**src/rtl/fp12_pkg.sv**
```systemverilog
// Shared FP12 definitions: field widths, bias, saturation magnitude and the
// 2^f mantissa table used when leaving the log domain.
package fp12_pkg;

  localparam int FP12_W      = 12;
  localparam int FP12_EXP_W  = 5;
  localparam int FP12_MANT_W = 6;
  localparam int FP12_EXP_BIAS = 15;
  localparam int FP12_EXP_MAX  = 30;

  localparam logic [FP12_EXP_W+FP12_MANT_W-1:0] FP12_MAX_FINITE_MAG = 11'h7BF;

  typedef struct packed {
    logic                   sign;
    logic [FP12_EXP_W-1:0]  exp;
    logic [FP12_MANT_W-1:0] mant;
  } fp12_t;

  // MANT_LUT[i] = min(63, round(64 * (2^(i/64) - 1)))
  localparam logic [FP12_MANT_W-1:0] MANT_LUT [64] = '{
    6'd0,  6'd1,  6'd1,  6'd2,  6'd3,  6'd4,  6'd4,  6'd5,
    6'd6,  6'd7,  6'd7,  6'd8,  6'd9,  6'd10, 6'd10, 6'd11,
    6'd12, 6'd13, 6'd14, 6'd15, 6'd15, 6'd16, 6'd17, 6'd18,
    6'd19, 6'd20, 6'd21, 6'd22, 6'd23, 6'd24, 6'd25, 6'd26,
    6'd27, 6'd27, 6'd28, 6'd29, 6'd31, 6'd32, 6'd33, 6'd34,
    6'd35, 6'd36, 6'd37, 6'd38, 6'd39, 6'd40, 6'd41, 6'd42,
    6'd44, 6'd45, 6'd46, 6'd47, 6'd48, 6'd50, 6'd51, 6'd52,
    6'd53, 6'd55, 6'd56, 6'd57, 6'd59, 6'd60, 6'd61, 6'd63
  };

endpackage

```
**src/rtl/fp12_exp_mant_lut.sv**
```systemverilog
// 6-bit in / 6-bit out ROM mapping a rounded log fraction to the FP12 mantissa.
module fp12_exp_mant_lut
  import fp12_pkg::*;
(
  input  logic [FP12_MANT_W-1:0] idx,
  output logic [FP12_MANT_W-1:0] mant
);

  assign mant = MANT_LUT[idx];

endmodule

```
**src/rtl/fp12_partial_exp.sv**
```systemverilog
// Log2 magnitude + sign to packed FP12, three pipeline stages (split, table,
// range/pack) with a valid/ready chain where bubbles collapse.
module fp12_partial_exp
  import fp12_pkg::*;
#(
  parameter int LOG_W    = 16,
  parameter int FRAC_W   = 10,
  parameter int LUT_BITS = FP12_MANT_W,
  parameter int EXP_BIAS = FP12_EXP_BIAS
) (
  input  logic             clk,
  input  logic             rst,
  input  logic             in_valid,
  output logic             in_ready,
  input  logic             in_sign,
  input  logic             in_zero,
  input  logic [LOG_W-1:0] in_log,
  output logic             out_valid,
  input  logic             out_ready,
  output logic [11:0]      out_fp,
  output logic             out_ovf,
  output logic             out_unf
);

  localparam int INT_W = LOG_W - FRAC_W;
  localparam int E_W   = INT_W + 2;
  localparam int DROP  = FRAC_W - LUT_BITS;

  localparam logic [FRAC_W:0] RND_HALF =
    {{(FRAC_W - DROP + 1){1'b0}}, 1'b1, {(DROP - 1){1'b0}}};
  localparam logic signed [E_W-1:0] E_BIAS = E_W'(EXP_BIAS);
  localparam logic signed [E_W-1:0] E_ONE  = E_W'(1);
  localparam logic signed [E_W-1:0] E_OVF  = E_W'(FP12_EXP_MAX + 1);

  // stage 1: split
  logic                       s1_valid_q, s1_valid_d;
  logic                       s1_sign_q, s1_sign_d;
  logic                       s1_zero_q, s1_zero_d;
  logic signed [INT_W:0]      s1_int_q, s1_int_d;
  logic [LUT_BITS-1:0]        s1_idx_q, s1_idx_d;

  // stage 2: table + bias
  logic                       s2_valid_q, s2_valid_d;
  logic                       s2_sign_q, s2_sign_d;
  logic                       s2_zero_q, s2_zero_d;
  logic signed [E_W-1:0]      s2_exp_q, s2_exp_d;
  logic [FP12_MANT_W-1:0]     s2_mant_q, s2_mant_d;

  // stage 3: packed result
  logic                       s3_valid_q, s3_valid_d;
  fp12_t                      s3_fp_q, s3_fp_d;
  logic                       s3_ovf_q, s3_ovf_d;
  logic                       s3_unf_q, s3_unf_d;

  logic                       s1_adv, s2_adv, s3_adv;
  logic [FRAC_W:0]            frac_rnd;
  logic signed [INT_W:0]      int_raw;
  logic [FP12_MANT_W-1:0]     lut_mant;
  logic [E_W-1:0]             sh_full;
  logic [2:0]                 sh3;
  logic [7:0]                 sub_sum, sub_v;
  fp12_t                      pk_fp;
  logic                       pk_ovf, pk_unf;

  fp12_exp_mant_lut u_lut (
    .idx  (s1_idx_q),
    .mant (lut_mant)
  );

  always_comb begin
    s3_adv = !s3_valid_q || out_ready;
    s2_adv = !s2_valid_q || s3_adv;
    s1_adv = !s1_valid_q || s2_adv;
  end

  assign in_ready = s1_adv;

  // Half-up rounding of the fraction can carry into the integer part.
  always_comb begin
    frac_rnd = {1'b0, in_log[FRAC_W-1:0]} + RND_HALF;
    int_raw  = $signed({in_log[LOG_W-1], in_log[LOG_W-1:FRAC_W]});

    s1_valid_d = s1_valid_q;
    s1_sign_d  = s1_sign_q;
    s1_zero_d  = s1_zero_q;
    s1_int_d   = s1_int_q;
    s1_idx_d   = s1_idx_q;
    if (s1_adv) begin
      s1_valid_d = in_valid;
      s1_sign_d  = in_sign;
      s1_zero_d  = in_zero;
      s1_int_d   = int_raw + $signed({{INT_W{1'b0}}, frac_rnd[FRAC_W]});
      s1_idx_d   = frac_rnd[FRAC_W-1:DROP];
    end
  end

  always_comb begin
    s2_valid_d = s2_valid_q;
    s2_sign_d  = s2_sign_q;
    s2_zero_d  = s2_zero_q;
    s2_exp_d   = s2_exp_q;
    s2_mant_d  = s2_mant_q;
    if (s2_adv) begin
      s2_valid_d = s1_valid_q;
      s2_sign_d  = s1_sign_q;
      s2_zero_d  = s1_zero_q;
      s2_exp_d   = $signed({s1_int_q[INT_W], s1_int_q}) + E_BIAS;
      s2_mant_d  = lut_mant;
    end
  end

  // Subnormal path: shift {1,m} right by 1-e with half-up rounding; a
  // rounded result of 64 promotes to the smallest normal.
  always_comb begin
    sh_full = E_ONE - s2_exp_q;
    sh3     = sh_full[2:0];
    sub_sum = {2'b01, s2_mant_q} + (8'd1 << (sh3 - 3'd1));
    sub_v   = sub_sum >> sh3;

    pk_fp.sign = s2_sign_q;
    pk_fp.exp  = '0;
    pk_fp.mant = '0;
    pk_ovf     = 1'b0;
    pk_unf     = 1'b0;
    if (s2_zero_q) begin
      pk_ovf = 1'b0;
    end else if (s2_exp_q >= E_OVF) begin
      {pk_fp.exp, pk_fp.mant} = FP12_MAX_FINITE_MAG;
      pk_ovf = 1'b1;
    end else if (s2_exp_q >= E_ONE) begin
      pk_fp.exp  = s2_exp_q[FP12_EXP_W-1:0];
      pk_fp.mant = s2_mant_q;
    end else if (sh_full > E_W'(7) || sub_v == 8'd0) begin
      pk_unf = 1'b1;
    end else if (sub_v == 8'd64) begin
      pk_fp.exp = 5'd1;
    end else begin
      pk_fp.mant = sub_v[FP12_MANT_W-1:0];
    end
  end

  always_comb begin
    s3_valid_d = s3_valid_q;
    s3_fp_d    = s3_fp_q;
    s3_ovf_d   = s3_ovf_q;
    s3_unf_d   = s3_unf_q;
    if (s3_adv) begin
      s3_valid_d = s2_valid_q;
      s3_fp_d    = pk_fp;
      s3_ovf_d   = pk_ovf;
      s3_unf_d   = pk_unf;
    end
  end

  always_ff @(posedge clk) begin
    if (rst) begin
      s1_valid_q <= 1'b0;
      s1_sign_q  <= 1'b0;
      s1_zero_q  <= 1'b0;
      s1_int_q   <= '0;
      s1_idx_q   <= '0;
      s2_valid_q <= 1'b0;
      s2_sign_q  <= 1'b0;
      s2_zero_q  <= 1'b0;
      s2_exp_q   <= '0;
      s2_mant_q  <= '0;
      s3_valid_q <= 1'b0;
      s3_fp_q    <= '0;
      s3_ovf_q   <= 1'b0;
      s3_unf_q   <= 1'b0;
    end else begin
      s1_valid_q <= s1_valid_d;
      s1_sign_q  <= s1_sign_d;
      s1_zero_q  <= s1_zero_d;
      s1_int_q   <= s1_int_d;
      s1_idx_q   <= s1_idx_d;
      s2_valid_q <= s2_valid_d;
      s2_sign_q  <= s2_sign_d;
      s2_zero_q  <= s2_zero_d;
      s2_exp_q   <= s2_exp_d;
      s2_mant_q  <= s2_mant_d;
      s3_valid_q <= s3_valid_d;
      s3_fp_q    <= s3_fp_d;
      s3_ovf_q   <= s3_ovf_d;
      s3_unf_q   <= s3_unf_d;
    end
  end

  assign out_valid = s3_valid_q;
  assign out_fp    = s3_fp_q;
  assign out_ovf   = s3_ovf_q;
  assign out_unf   = s3_unf_q;

endmodule

```
**config.mk**
```make
export PLATFORM = sky130hd
export DESIGN_NAME = fp12_partial_exp
export DESIGN_NICKNAME = d
export VERILOG_FILES = /design/src/rtl/fp12_pkg.sv /design/src/rtl/fp12_exp_mant_lut.sv /design/src/rtl/fp12_partial_exp.sv
export SDC_FILE = /design/constraint.sdc
export NUM_CORES = 1
export LEC_CHECK = 0
export BUFFER_PORTS_ARGS = -buffer_cell sky130_fd_sc_hd__buf_2
export CAP_MARGIN = 20
export CORE_MARGIN = 4
export CORE_UTILIZATION = 47
export DETAILED_ROUTE_END_ITERATION = 6
export HOLD_SLACK_MARGIN = 0.03
export PLACE_DENSITY = 0.66
export SYNTH_ARGS = -nofsm -noshare
export SYNTH_HDL_FRONTEND = slang
export SYNTH_HIERARCHICAL = 1
export SYNTH_SLANG_ARGS = --single-unit
```
**constraint.sdc**
```tcl
create_clock -name clk -period 4.8 [get_ports clk]
set_input_delay 0.72 -clock clk [delete_from_list [all_inputs] [get_ports clk]]
set_output_delay 0.72 -clock clk [all_outputs]
set_load 0.03 [all_outputs]
```
==> results.yml <==
outcome:
  outcome: "complete, no violations"
detailed_routing:
  drt_iter0_drc: 229
  routed_wl_um: 7287
  antenna_left: 0
  routedWlPerCell_um: 13.25
  avgViaCountPerCell: 5.642
  num_vias: 3103
  drc_errors: 0
  dr.pass1.iters: 4
timing:
  final_hold_viol_count: 0
  fin_crit_ps: 3977
  skew_ps: 7.977
  fmax_mhz: 251.5
  grt_setup_unrepaired: "no"
  tightest_slew_ps: 835.1
  holdWs_ps: 459.2
  finalSetupTns_ps: 0
  setup_viol: 0
  finalWorstSetupSlack_ps: 823.4
  finalCritPeriodShare_pct: 82.84
  relSlewSlack_pct: 44.25
  drv_slew: 0
critical_path:
  worstSetupEndpointType: "flop"
  crit_arrival_ps: 4190
  cp_max_fo: 11
  start_kind: "flop"
  cp_data_required_time_ps: 5010
  path_class: "flop to flop"
synthesis:
  synth_edf_count: 0
  ys.flop_type: "dfxtp_1"
  syn_inst: 436
  avgSynthCellArea_um2: 7.633
  synthArstFlopShare_pct: 0
  synth_top_area_share_pct: 28.87
  yosys-top-cells-area: "dfxtp_1 (29%), ha_1 (7.1%), nand2_1 (6.7%), nor2_1 (6.0%), a21oi_1 (5.0%)"
  ys_seq_area_share_pct: 28.87
  synth_nets: 478
  ys_seq_elements: 48
  yosysWarnings: 6
  synth_area_um2: 3328
  synth.distinct_cells: 68
  synth_area_leader_cell: "dfxtp_1"
floorplanning:
  start_util_pct: 48.72
  num_rows: 30
  die_h_um: 92.15
  core_um2: 6832
  die_area_um2: 8492
  die_x_um: 92.15
  ios: 38
place:
  gp_congestion: 0.8763
  port_buffers: 34
  place_inst: 542
  dp_hpwl_um: 5418
  dp_slack_ps: 905.3
clock_network:
  clk_path_buf_depth: 2
  cts_buffers: 5
  clk_pin_slew_ps: 90
  hold_buffers: 0
  cts-htree-levels: 2
  post_cts_resized: 0
  insertion_delay_ps: 300
  post_cts_buffers: 0
  cts_sinks: 48
  root_buffer: "clkbuf_8"
  cts_tree: "built"
global_routing:
  antenna_found_initial: 0
  grt_pass1_wl_um: 12710
  track_usage_pct: 17.66
  grt_pass1_vias: 2833
  grt_max_degree: 43
  overflow: 0
power_and_ir_drop:
  finalPower_uw: 1112
  peakVddDrop_uv: 143.5
  power_density_nw_per_um2: 304.6
  leakage_uw: 0.001472
finish:
  nets: 495
  drive_gt1_share_pct: 14.32
  diodes: 0
  final_cell_count_no_fill: 550
  syn2layout_area_growth_pct: 9.699
job:
  max_cap_viol_count: 0
worst_hold_path:
  min_path_type: "flop to flop"
layer usage:
metal | GRT usage [%] | wire length (um) | up-vias
li1 | - | - | 1608
met1 | 23.28 | 3472 | 1414
met2 | 29.32 | 3413 | 67
met3 | 3.117 | 257 | 14
met4 | 5.446 | 143 | 0
met5 | 0 | 0 | -
per-stage QoR:
stage | util, % | cell area (um2)
6_report | 53.44 | 3651
4_1_cts | 53.44 | 3651
2_1_floorplan | - | 3328
3_3_place_gp | 51.43 | 3513
5_1_grt | 53.44 | 3651
3_5_place_dp | 51.43 | 3513
final cells by class:
cell class                 instances  area [um2]
clock buffer                       5       68.82
clock inverter                     3       68.82
fill                             687        3181
inverter                          16       60.06
multi-input combinational        345        2180
sequential                        48       960.9
tap                               96       120.1
timing repair buffer              37       192.7
state kept, by name, summed over array words and instances, names as in the netlist:
signal / count
s2_zero_q: 1
s2_mant_q: 6
out_ovf: 1
s2_valid_q: 1
s1_sign_q: 1
out_unf: 1
s2_sign_q: 1
s1_zero_q: 1
s2_exp_q: 8
out_fp: 12
s1_valid_q: 1
s1_int_q: 7
s1_idx_q: 6
out_valid: 1
cells by family (layout without fill, tap and decap cells):
family / count (synthesis) / after routing / share of synthesized area [%]
adder cells (fa/ha/maj): 20 / 20 / 7.744
flip-flops: 48 / 48 / 28.87
buffers and inverters: 43 / 61 / 5.639
multiplexers: 5 / 5 / 1.654
AND/OR/NAND/NOR: 182 / 182 / 25.56
AO/OA/AOI/OAI: 121 / 121 / 26.05
XOR/XNOR: 17 / 17 / 4.474
cell usage in the layout, fill, tap and decap left out, types with 5 or more instances in the layout:
master    instances
xnor2_1          10
o211ai_1          5
nor4_1            6
inv_1            13
xor2_1            7
clkbuf_8          5
dfxtp_1          48
nor3_1           16
nand2_1          59
nand3_1           9
a221oi_1          8
a21oi_1          33
o21ai_0          13
ha_1             19
nor2_1           53
nor2b_1           9
a211oi_1         18
buf_2            34
o21ai_1           5
critical path: stages (launching register included):
cell	delay [ps]
dfxtp_1	340
clkinv_1	180
ha_1	500
nor3_1	260
ha_1	270
inv_1	70
fa_1	400
nor2b_1	180
o221a_2	260
nor4_1	80
a2111oi_0	530
a31oi_1	160
nor3_2	180
nand4_1	150
o41ai_1	310
report_power, final:
part	internal, uW	switching, uW	leakage (uW)
sequential	429	38.1	0.000397
clock	210	142	0.0000687
combinational	120	174	0.00101
cell usage after synthesis, types with 5 or more instances:
| cell | count |
|---|---|
| nor2b_1 | 9 |
| nor4_1 | 6 |
| xnor2_1 | 10 |
| a221oi_1 | 8 |
| ha_1 | 19 |
| o21ai_1 | 5 |
| o211ai_1 | 5 |
| a211oi_1 | 18 |
| nand3_1 | 9 |
| a21oi_1 | 33 |
| nor2_1 | 53 |
| xor2_1 | 7 |
| nor3_1 | 16 |
| inv_1 | 13 |
| nand2_1 | 59 |
| dfxtp_1 | 48 |
| clkbuf_1 | 18 |
| o21ai_0 | 13 |
path summary, 6_finish.rpt:
check	slack, ps	depth (start not counted)	from	endpoint
max	820	14	s2_exp_q[1]	out_fp[6]
min	460	2	out_fp[2]	out_fp[2]
max reg2reg	820	14	s2_exp_q[1]	out_fp[6]
min reg2reg	460	2	out_fp[2]	out_fp[2]
No activity file was read; power rests on OpenSTA's default activity.
